## config.mk

```make
export PLATFORM = sky130hd
export DESIGN_NAME = mp_add_seq
export DESIGN_NICKNAME = d
export VERILOG_FILES = /design/src/rtl/mp_add_seq.sv
export SDC_FILE = /design/constraint.sdc
export NUM_CORES = 1
export LEC_CHECK = 0
export CAP_MARGIN = 20
export CORE_ASPECT_RATIO = 1.5
export CORE_MARGIN = 4
export CORE_UTILIZATION = 55
export CTS_CLUSTER_SIZE = 30
export DETAILED_ROUTE_END_ITERATION = 8
export PLACE_DENSITY = 0.81
export SLEW_MARGIN = 30
export SYNTH_ARGS = -nofsm -noshare
export SYNTH_HDL_FRONTEND = slang
export SYNTH_SLANG_ARGS = --single-unit
```

## constraint.sdc

```tcl
create_clock -name clk -period 19.05 [get_ports clk]
set_input_delay 2.8575 -clock clk [delete_from_list [all_inputs] [get_ports clk]]
set_output_delay 2.8575 -clock clk [all_outputs]
set_load 0.005 [all_outputs]
```

## src/rtl/mp_add_seq.sv

```systemverilog
// Multi-word sequential adder/subtractor: a single 16-bit adder is reused
// over NWORDS cycles, least-significant word first, with a registered carry.

module mp_add16 (
  input  logic [15:0] a,
  input  logic [15:0] b,
  input  logic        cin,
  output logic [15:0] y,
  output logic        cout
);
  assign {cout, y} = {1'b0, a} + {1'b0, b} + {16'b0, cin};
endmodule

module mp_add_seq #(
  parameter int NWORDS = 4
) (
  input  logic                   clk,
  input  logic                   reset,
  input  logic                   in_valid,
  output logic                   in_ready,
  input  logic [16*NWORDS-1:0]   op_a,
  input  logic [16*NWORDS-1:0]   op_b,
  input  logic                   sub,
  output logic                   out_valid,
  input  logic                   out_ready,
  output logic [16*NWORDS-1:0]   result,
  output logic                   carry_out,
  output logic                   overflow
);
  localparam int W  = 16 * NWORDS;
  localparam int IW = $clog2(NWORDS);
  localparam logic [IW-1:0] LAST = IW'(NWORDS - 1);

  typedef enum logic [1:0] {IDLE, RUN, DONE} state_t;

  state_t          state;
  logic [W-1:0]    a_reg;
  logic [W-1:0]    b_reg;
  logic            sub_reg;
  logic [IW-1:0]   idx;
  logic            carry;

  logic [15:0]     a_word;
  logic [15:0]     b_word;
  logic            cin;
  logic [15:0]     y;
  logic            cout;

  // Subtraction is A + ~B + 1: invert B and seed the chain with sub.
  assign a_word = a_reg[{idx, 4'b0000} +: 16];
  assign b_word = b_reg[{idx, 4'b0000} +: 16] ^ {16{sub_reg}};
  assign cin    = (idx == '0) ? sub_reg : carry;

  mp_add16 adder (
    .a    (a_word),
    .b    (b_word),
    .cin  (cin),
    .y    (y),
    .cout (cout)
  );

  assign in_ready  = (state == IDLE);
  assign out_valid = (state == DONE);

  always_ff @(posedge clk or posedge reset) begin
    if (reset) begin
      state     <= IDLE;
      a_reg     <= '0;
      b_reg     <= '0;
      sub_reg   <= 1'b0;
      idx       <= '0;
      carry     <= 1'b0;
      result    <= '0;
      carry_out <= 1'b0;
      overflow  <= 1'b0;
    end else begin
      case (state)
        IDLE: begin
          if (in_valid) begin
            a_reg   <= op_a;
            b_reg   <= op_b;
            sub_reg <= sub;
            idx     <= '0;
            state   <= RUN;
          end
        end
        RUN: begin
          result[{idx, 4'b0000} +: 16] <= y;
          carry <= cout;
          if (idx == LAST) begin
            carry_out <= cout;
            overflow  <= (a_word[15] == b_word[15]) && (y[15] != a_word[15]);
            state     <= DONE;
          end else begin
            idx <= idx + 1'b1;
          end
        end
        DONE: begin
          if (out_ready) state <= IDLE;
        end
        default: state <= IDLE;
      endcase
    end
  end
endmodule
```

==> results.ini <==
[outcome]
outcome=complete, no violations

[placed_design]
gp_congestion=0.8757
place_hpwl_mm=16.94
portBuffers=200

[yosys]
synth_area_sq_mm=0.009415
synth_top_area_share_pct=53.16
synth_enable_flop_cells=0
ys_top_cells_by_area=dfrtp_1 (53%), mux2_2 (16%), mux4_2 (7.7%)
ys_ff_latch=200
syn_avg_cell_area_sq_um=13.83
syn-instance-count=681
async_flop_share_pct=100.0
synth_nets=837
yosysTopAreaCell=dfrtp_1
synth_ff_type=dfrtp_1
synth-seq-area-share_pct=53.16
synth_cell_types=56
ys_warn_count=0
synthMostInstantiatedCell=dfrtp_1
synth_top_cells_by_count=dfrtp_1 (200), mux2_2 (132), nand2_1 (46)

[cts]
clock_path_buffers=2
cts_hold_buffers=0
cts_tree=done
cts-root-buf=clkbuf_16
clk_latency_ns=0.43
htree_levels=4
cts_setup_buffers=0
path_clk_slew_ns=0.07
cts_resized=0
cts_buffers=17
cts.sinks=200

[critical_path]
cp-startpoint=in_valid
arrival_ns=4.99
critPathMaxFanout=85
cpPeakStageDelay_ns=0.66
worstSetupPathType=in2reg
r2r_slack_ns=14.61
slowest_stage=buf_6
required_ns=19.36
endpoint_kind=flop
worstSetupStartpointType=primary input
reg2reg_from=idx[1]
cp_cell_sequence=clkdlybuf4s50_1, and2_4, buf_6, mux2_2

[sta]
max_freq_mhz=213.9
skew_ns=0.01149
period_share_pct=24.54
maxSlewViolCount=0
worst_pin_slew_ns=1.013
relSlewSlack_pct=32.22
timing.final.crit_period_ns=4.675
setup_viol=0
hold_viol=0
fin_tns_setup_ns=0
rsz0062_at_grt=false

[routing]
drc=0
firstDrtPassIters=4
routed_wl_mm=22.82
wl_per_cell_um=21.03
via_count=6398
drtIter0Drc=384
ant_nets=0
vias_per_cell=5.897

[grt]
grt_pass1_vias=7018
grt_max_degree=118
gr-total-overflow=0
antenna_found_initial=0
grt_pass1_wl_mm=36.88
grt_usage_pct=24.35

[run]
drv_cap=0

[min_path]
holdCritStartpoint=result[7]
min_path_type=reg2reg

[cells_and_area]
register_area_sq_mm=0.005007
syn2layout_area_growth_pct=28.07
drive_gt1_share_pct=24.69
utilization_pct=71.93
antenna_cells=0
multi_input_area_sq_mm=0.004173
nets=1019
n_fill_cell=1135

[floorplanning]
num_io_pins=201
rows=58
dieArea_sq_mm=0.01932
die_w_um=114.8
core_sq_mm=0.01676
die_h_um=168.2
start_util_pct=56.17

[worst max-delay path, delay by kind of cell]
kind | cells | cell delay (ns)
mux | 1 | 0.43
buf+inv | 2 | 1.11
simple gates | 1 | 0.52
[cells in the final DEF (no fill, tap or decap), types with 3 or more instances in the layout]
| cell | Yosys | final |
|---|---|---|
| a22o_1 | 44 | 44 |
| nor2_1 | 13 | 12 |
| o211ai_1 | 3 | 3 |
| clkdlybuf4s50_1 | 0 | 200 |
| nand4_1 | 5 | 5 |
| o21ai_1 | 5 | 5 |
| clkbuf_1 | 8 | 4 |
| nand2_1 | 46 | 46 |
| ha_1 | 21 | 21 |
| a21oi_1 | 16 | 16 |
| o31ai_1 | 8 | 8 |
| xor2_1 | 16 | 16 |
| a221oi_1 | 3 | 3 |
| mux2_2 | 132 | 132 |
| dfrtp_1 | 200 | 198 |
| mux4_2 | 32 | 32 |
| nor3_1 | 3 | 3 |
| a21o_1 | 5 | 5 |
| clkinvlp_4 | 0 | 3 |
| o21ai_0 | 20 | 20 |
| xnor2_1 | 10 | 10 |
| inv_1 | 7 | 6 |
| clkinv_4 | 0 | 3 |
| nand2b_1 | 4 | 4 |
| o21bai_1 | 3 | 3 |
| buf_4 | 4 | 3 |
| clkbuf_16 | 0 | 17 |
| nor2b_1 | 5 | 5 |
[through the flow]
step | hold slack (ns) | setup slack (ns) | area [sq um] | std cells
after floorplan | 0.4460 | 10.74 | 9415 | 681
after global placement | 0.4709 | 13.79 | 11510 | 1054
after detailed placement | 0.4826 | 13.70 | 11510 | 1054
after CTS | 0.4991 | 14.15 | 12050 | 1085
after global routing | 0.5197 | 14.30 | 12060 | 1085
final | 0.4956 | 14.38 | 12060 | 1085
[layout make-up]
type	count	share of cell area [%]
multi-input cells	432	34.61
repair buffers	205	16.98
well taps	210	2.179
clock buffers	23	3.881
clock inverters	8	0.5500
inverters	7	0.2802
flip-flops and latches	200	41.53
[metal layers]
layer  GRT usage, %  share of wire (%)  vias to the layer above
met4          8.733                2.5                        0
met5              0                  0                        -
met3          3.955                5.2                       43
met1          29.97                 39                     3249
met2          42.99                 54                      226
li1               -                  -                     2880
[final timing paths]
| check | to | cells after the start |
|---|---|---|
| min in group asynchronous | a_reg[10] | 2 |
| min reg2reg | result[7] | 2 |
| max | b_reg[62] | 4 |
| min | result[7] | 2 |
| max reg2reg | result[30] | 10 |
| max in group asynchronous | a_reg[12] | 3 |
[logic make-up (layout without fill, tap and decap cells)]
logic type      Yosys count  in the layout  share of synthesized area [%]
fa+ha+maj                23             23                          3.216
simple gates             89             89                          4.452
buf+inv                  49            243                          2.578
flops                   200            200                          53.16
mux                     165            165                          23.55
xor+xnor                 26             26                          2.419
compound gates          129            129                          10.63
Power is left out: the tool's default activity adds up to more than one toggle a clock period on the data nets, which glitch-free logic cannot reach.
